File: src/rtl/frame_slicer.sv
// Frame slicer: captures one message frame and one received-codeword frame, then streams
// message bits to the encoder and code-symbol groups to the decoder on independent channels.
module frame_slicer #(
  parameter int MSG_LEN      = 128,
  parameter int SYM_PER_BEAT = 2,
  parameter int MAX_N        = 3,
  parameter int DEC_W        = MAX_N * MSG_LEN,
  parameter int RX_W         = MAX_N * SYM_PER_BEAT
) (
  input  logic               clk,
  input  logic               rst,
  input  logic               i_code_rate,
  input  logic               i_load,
  output logic               o_load_ready,
  input  logic               i_flush,
  input  logic [MSG_LEN-1:0] i_encoder_data_frame,
  input  logic [DEC_W-1:0]   i_decoder_data_frame,
  output logic               o_tx_valid,
  input  logic               i_tx_ready,
  output logic               o_tx_data,
  output logic               o_tx_last,
  output logic               o_rx_valid,
  input  logic               i_rx_ready,
  output logic [RX_W-1:0]    o_rx_data,
  output logic               o_rx_last,
  output logic               o_busy,
  output logic               o_done
);

  localparam int TXP_W = $clog2(MSG_LEN);
  localparam int RXP_W = $clog2(DEC_W);
  localparam int STEP2 = 2 * SYM_PER_BEAT;
  localparam int STEP3 = 3 * SYM_PER_BEAT;

  typedef enum logic {IDLE, RUN} state_e;

  // Valid/ready: a beat transfers on a cycle where valid && ready; while valid && !ready
  // the beat (data/last) is held unchanged. Valid never drops without a handshake except on flush.
  state_e             state_q, state_d;
  logic [MSG_LEN-1:0] enc_q, enc_d;
  logic [DEC_W-1:0]   dec_q, dec_d;
  logic               rate_q, rate_d;
  logic [TXP_W-1:0]   tx_ptr_q, tx_ptr_d;
  logic [RXP_W-1:0]   rx_ptr_q, rx_ptr_d;
  logic               tx_valid_q, tx_valid_d;
  logic               rx_valid_q, rx_valid_d;
  logic               done_q, done_d;

  logic               tx_hs, rx_hs, tx_is_last, rx_is_last, tx_fin, rx_fin;
  logic [RXP_W-1:0]   rx_floor, rx_shamt;
  logic [RX_W-1:0]    rx_win, rx_field;

  always_ff @(posedge clk) begin
    if (!rst) begin
      state_q    <= IDLE;
      enc_q      <= '0;
      dec_q      <= '0;
      rate_q     <= 1'b0;
      tx_ptr_q   <= '0;
      rx_ptr_q   <= '0;
      tx_valid_q <= 1'b0;
      rx_valid_q <= 1'b0;
      done_q     <= 1'b0;
    end else begin
      state_q    <= state_d;
      enc_q      <= enc_d;
      dec_q      <= dec_d;
      rate_q     <= rate_d;
      tx_ptr_q   <= tx_ptr_d;
      rx_ptr_q   <= rx_ptr_d;
      tx_valid_q <= tx_valid_d;
      rx_valid_q <= rx_valid_d;
      done_q     <= done_d;
    end
  end

  always_comb begin
    state_d    = state_q;
    enc_d      = enc_q;
    dec_d      = dec_q;
    rate_d     = rate_q;
    tx_ptr_d   = tx_ptr_q;
    rx_ptr_d   = rx_ptr_q;
    tx_valid_d = tx_valid_q;
    rx_valid_d = rx_valid_q;
    done_d     = 1'b0;

    rx_floor   = rate_q ? RXP_W'(STEP3 - 1) : RXP_W'(STEP2 - 1);
    tx_hs      = tx_valid_q & i_tx_ready;
    rx_hs      = rx_valid_q & i_rx_ready;
    tx_is_last = tx_valid_q && (tx_ptr_q == '0);
    rx_is_last = rx_valid_q && (rx_ptr_q == rx_floor);
    tx_fin     = !tx_valid_q || (tx_hs && tx_is_last);
    rx_fin     = !rx_valid_q || (rx_hs && rx_is_last);

    case (state_q)
      IDLE: begin
        if (i_load) begin
          state_d    = RUN;
          enc_d      = i_encoder_data_frame;
          dec_d      = i_decoder_data_frame;
          rate_d     = i_code_rate;
          tx_ptr_d   = TXP_W'(MSG_LEN - 1);
          rx_ptr_d   = i_code_rate ? RXP_W'(3 * MSG_LEN - 1) : RXP_W'(2 * MSG_LEN - 1);
          tx_valid_d = 1'b1;
          rx_valid_d = 1'b1;
        end
      end
      RUN: begin
        if (tx_hs) begin
          if (tx_is_last) tx_valid_d = 1'b0;
          else            tx_ptr_d   = tx_ptr_q - 1'b1;
        end
        if (rx_hs) begin
          if (rx_is_last) rx_valid_d = 1'b0;
          else            rx_ptr_d   = rx_ptr_q - (rate_q ? RXP_W'(STEP3) : RXP_W'(STEP2));
        end
        if (tx_fin && rx_fin) begin
          state_d = IDLE;
          done_d  = 1'b1;
        end
      end
      default: state_d = IDLE;
    endcase

    if (i_flush) begin
      state_d    = IDLE;
      tx_valid_d = 1'b0;
      rx_valid_d = 1'b0;
      done_d     = 1'b0;
    end
  end

  // The beat window holds f[p-step+1 .. p]; the pointer floor keeps the shift non-negative.
  always_comb begin
    rx_shamt = (rx_ptr_q >= rx_floor) ? (rx_ptr_q - rx_floor) : '0;
    rx_win   = RX_W'(dec_q >> rx_shamt);
    rx_field = '0;
    if (rate_q) begin
      for (int k = 0; k < SYM_PER_BEAT; k++)
        for (int j = 0; j < 3; j++)
          rx_field[k*MAX_N + j] = rx_win[STEP3 - 1 - 3*k - j];
    end else begin
      for (int k = 0; k < SYM_PER_BEAT; k++)
        for (int j = 0; j < 2; j++)
          rx_field[k*MAX_N + j] = rx_win[STEP2 - 1 - 2*k - j];
    end
  end

  assign o_load_ready = (state_q == IDLE);
  assign o_busy       = (state_q == RUN);
  assign o_done       = done_q;
  assign o_tx_valid   = tx_valid_q;
  assign o_tx_data    = tx_valid_q & enc_q[tx_ptr_q];
  assign o_tx_last    = tx_is_last;
  assign o_rx_valid   = rx_valid_q;
  assign o_rx_data    = rx_valid_q ? rx_field : '0;
  assign o_rx_last    = rx_is_last;

endmodule

File: config.mk
export PLATFORM = sky130hd
export DESIGN_NAME = frame_slicer
export DESIGN_NICKNAME = d
export VERILOG_FILES = /design/src/rtl/frame_slicer.sv
export SDC_FILE = /design/constraint.sdc
export NUM_CORES = 2
export LEC_CHECK = 0
export BUFFER_PORTS_ARGS = -buffer_cell sky130_fd_sc_hd__buf_2
export CORE_MARGIN = 5
export CORE_UTILIZATION = 25
export CTS_CLUSTER_SIZE = 30
export DETAILED_ROUTE_END_ITERATION = 8
export GPL_ROUTABILITY_DRIVEN = 0
export PLACE_DENSITY_LB_ADDON = 0.05
export SYNTH_ARGS = -nofsm -noshare
export SYNTH_HDL_FRONTEND = slang
export SYNTH_SLANG_ARGS = --single-unit
File: constraint.sdc
create_clock -name clk -period 4.7 [get_ports clk]
set_clock_uncertainty 0.05 [all_clocks]
set_input_delay 1.41 -clock clk [delete_from_list [all_inputs] [get_ports clk]]
set_output_delay 1.41 -clock clk [all_outputs]
set_load 0.02 [all_outputs]
==> flow_summary.yaml <==
critical_path:
  path_buf_inv: 4
  cpMostUsedCell: "buf_4"
  reg2reg_slack_ps: 1650
  critPathTopFamily: "compound AO/OA/AOI/OAI gates"
  worstSetupPathType: "flop to primary output"
  r2r-start: "rx_ptr_q[8]"
  rr_worst_depth: 10
  reg2reg_to: "rx_ptr_q[6]"
  path_cells: "fa_4 -> buf_4 -> a211o_1 -> and2_4 -> nor2_4 -> buf_4 -> buf_4 -> a31oi_1 -> o21ai_1 -> a21oi_2 -> o41ai_4 -> o32ai_4 -> a311oi_4 -> buf_6"
  cp.arrival_ps: 4910
  crit_path_max_fanout: 9
  cpPeakStageDelay_ps: 580
  critPathSlowestCell: "fa_4"
  cp.required_ps: 3240
  endpoint_kind: "primary output"
  startpoint: "rate_q"
  crit_path_start_kind: "flop"
logic_synthesis:
  synth-async-reset-ratio_pct: 0
  synth_cell_types: 89
  synthFlopType: "dfxtp_1"
  synth_top_area_share_pct: 29.1
  syn_area_mm2: 0.0366
  ys_top_cells_by_count: "nand2_1 (1524), a21oi_1 (667), dfxtp_1 (533), clkbuf_1 (294), mux2i_1 (283)"
  ys_top_cells_by_area: "dfxtp_1 (29%), nand2_1 (16%), a21oi_1 (9.1%), mux2i_1 (7.7%), mux4_2 (3.6%)"
  synth-xor-area-share_pct: 0.331
  synth.ff_latch_count: 533
  ys_warn_count: 0
  synth_edf_count: 0
  synth_most_common_cell: "nand2_1"
  yosysTopAreaCell: "dfxtp_1"
  synth-adder-area-share_pct: 0.259
  syn_nets: 5666
  postSynthCellCount: 5140
  synth-simple-area-share_pct: 23.6
  synth-compound-area-share_pct: 28.2
  synth_seq_area_share_pct: 29.1
  synth_area_per_cell_um2: 7.13
  synthMuxAreaShare_pct: 12.6
  synth_top_family_by_area: "compound AO/OA/AOI/OAI gates"
timing:
  slew_violations: 0
  hold_violations: 0
  fmax_mhz: 157
  finalSetupViolCount: 7
  fin_ws_ps: -1670
  tightest_slew_ps: 967
  setup_tns_ps: -9320
  period_needed_ps: 6370
  finalCritPeriodShare_pct: 136
  grt_setup_unrepaired: "yes"
  slew-limit-headroom_pct: 35.5
final_layout:
  drive_gt1_share_pct: 33.6
  fill_cells: 15713
  fin_area_mm2: 0.0545
  nets: 6905
  area_growth_pct: 48.7
  postLayoutCoreUtil_pct: 37.4
drt:
  final_antenna_net_count: 0
  wirelength_um: 233000
  first_iter_violations: 4777
  dr_total_vias: 46437
  post_drt_via_cell_ratio: 5.56
  wl_per_cell_um: 28.0
  drc: 0
  dr.pass1.iters: 8
clocking:
  numCtsBuffers: 70
  clock_path_buffers: 3
  clk_latency_ps: 730
  cts_tree: "done"
  h-tree-depth: 3
  cts_root_buf: "clkbuf_16"
  clock-sinks: 533
  hold_buffers: 0
  clk_pin_slew_ps: 60
die:
  initial_core_util_pct: 25.1
  ioPinCount: 533
  die_x_um: 393
  core_mm2: 0.146
  die_area_mm2: 0.154
  dieHeight_um: 393
  fp-row-count: 140
outcome:
  violations: "setup timing"
  status: "complete, but fails checks"
placed_design:
  io_buffers: 532
  dp_hpwl_um: 180000
  place_ws_ps: -1460
  placed_area_mm2: 0.0487
min_path:
  hold_class: "flop to flop"
  whs_endpoint: "enc_q[26]"
  hp-start: "enc_q[26]"
  holdPathStages: 2
grt:
  grtUsageTotal_pct: 28.9
  grt_pass1_wl_um: 328000
  grt_overflow: 0
  grt_max_degree: 115
  grt_pass1_vias: 44925
  antenna_found_initial: 19
power:
  power_density_mw_per_mm2: 408
  vdd_ir_drop_max_mv: 0.241
  p_leak_nw: 22.3
run:
  cap_viol_max_count: 0
==> stage by stage <==
stage | std cells | power, mW | hold slack [ps]
after global placement | 8078 | 15.0 | 391
after global routing | 8344 | 23.0 | 417
after CTS | 8309 | 21.7 | 401
final | 8349 | 22.2 | 400
after detailed placement | 8078 | 15.0 | 393
after floorplan | 5140 | 9.68 | 383
==> sequential cells by signal, indices dropped and copies added, names as in the netlist <==
| register | count |
|---|---|
| o_done | 1 |
| o_rx_valid | 1 |
| o_busy | 1 |
| o_tx_valid | 1 |
| dec_q | 384 |
| enc_q | 128 |
| tx_ptr_q | 7 |
| rate_q | 1 |
| rx_ptr_q | 9 |
==> layout make-up <==
cell class | instances | area [um^2] | share of cell area [%]
clock inverter | 25 | 452 | 0.829
antenna | 5 | 12.5 | 0.0230
timing repair buffer | 1656 | 13300 | 24.3
tap | 1917 | 2400 | 4.40
sequential | 533 | 10700 | 19.6
inverter | 36 | 158 | 0.289
multi-input combinational | 4082 | 25600 | 47.0
clock buffer | 95 | 1950 | 3.57
==> worst max-delay path by stage <==
stage | to | slack [ps] | depth (start not counted)
2_1_floorplan | o_rx_data[1] | -50 | 16
5_1_grt | o_rx_data[3] | -1680 | 19
6_report | o_rx_data[4] | -1670 | 14
4_1_cts | o_rx_data[4] | -1560 | 15
3_5_place_dp | o_rx_data[5] | -1460 | 15
3_3_place_gp | o_rx_data[3] | -1470 | 15
==> kinds of logic after synthesis <==
family	after synthesis
xor+xnor	13
flops	533
buf+inv	525
mux	385
simple gates	2093
fa+ha+maj	7
compound gates	1584
==> layout by cell type (no fill, tap or decap), types with 44 or more instances in the layout <==
master	synthesis	routed
o21ai_0	137	114
mux2i_1	283	279
o22ai_1	82	75
a211oi_1	87	66
a21oi_1	667	643
nand2_1	1524	1510
mux4_2	58	58
o211ai_1	77	77
nor2_1	180	164
a31oi_1	50	47
nand3_1	140	134
buf_2	119	526
buf_12	0	126
mux2_2	44	44
a22oi_1	51	47
clkbuf_16	0	72
nor3_1	55	48
dfxtp_1	533	528
buf_6	0	57
o221ai_1	71	53
buf_4	2	927
==> routing by layer <==
metal	up-vias	GRT usage, %	routed length [um]
li1	21127	-	-
met1	22528	39.0	101000
met4	16	11.2	10800
met5	-	0	101
met3	524	5.84	18900
met2	2242	45.2	103000
==> power by group <==
part,leakage [nW],internal [mW],switching [mW],total [mW]
Clock,1.15,3.24,2.31,5.54
Sequential,4.39,4.80,0.390,5.19
Combinational,16.8,4.92,6.58,11.5
Total,22.3,13.0,9.28,22.2
==> timing repair <==
item | in CTS | in global routing
pin swaps | 97 | 61
endpoints found under the setup margin | 7 | 7
buffers inserted | 109 | 38
resized for setup | 285 | 98
gates cloned | 7 | 2
hold endpoints to repair | 0 | 0
==> tightest hold or removal path: stages (launching register included) <==
cell	delay [ps]
dfxtp_1	300
nand2_1	50
a21oi_1	50
(Power assumes the default switching activity.)
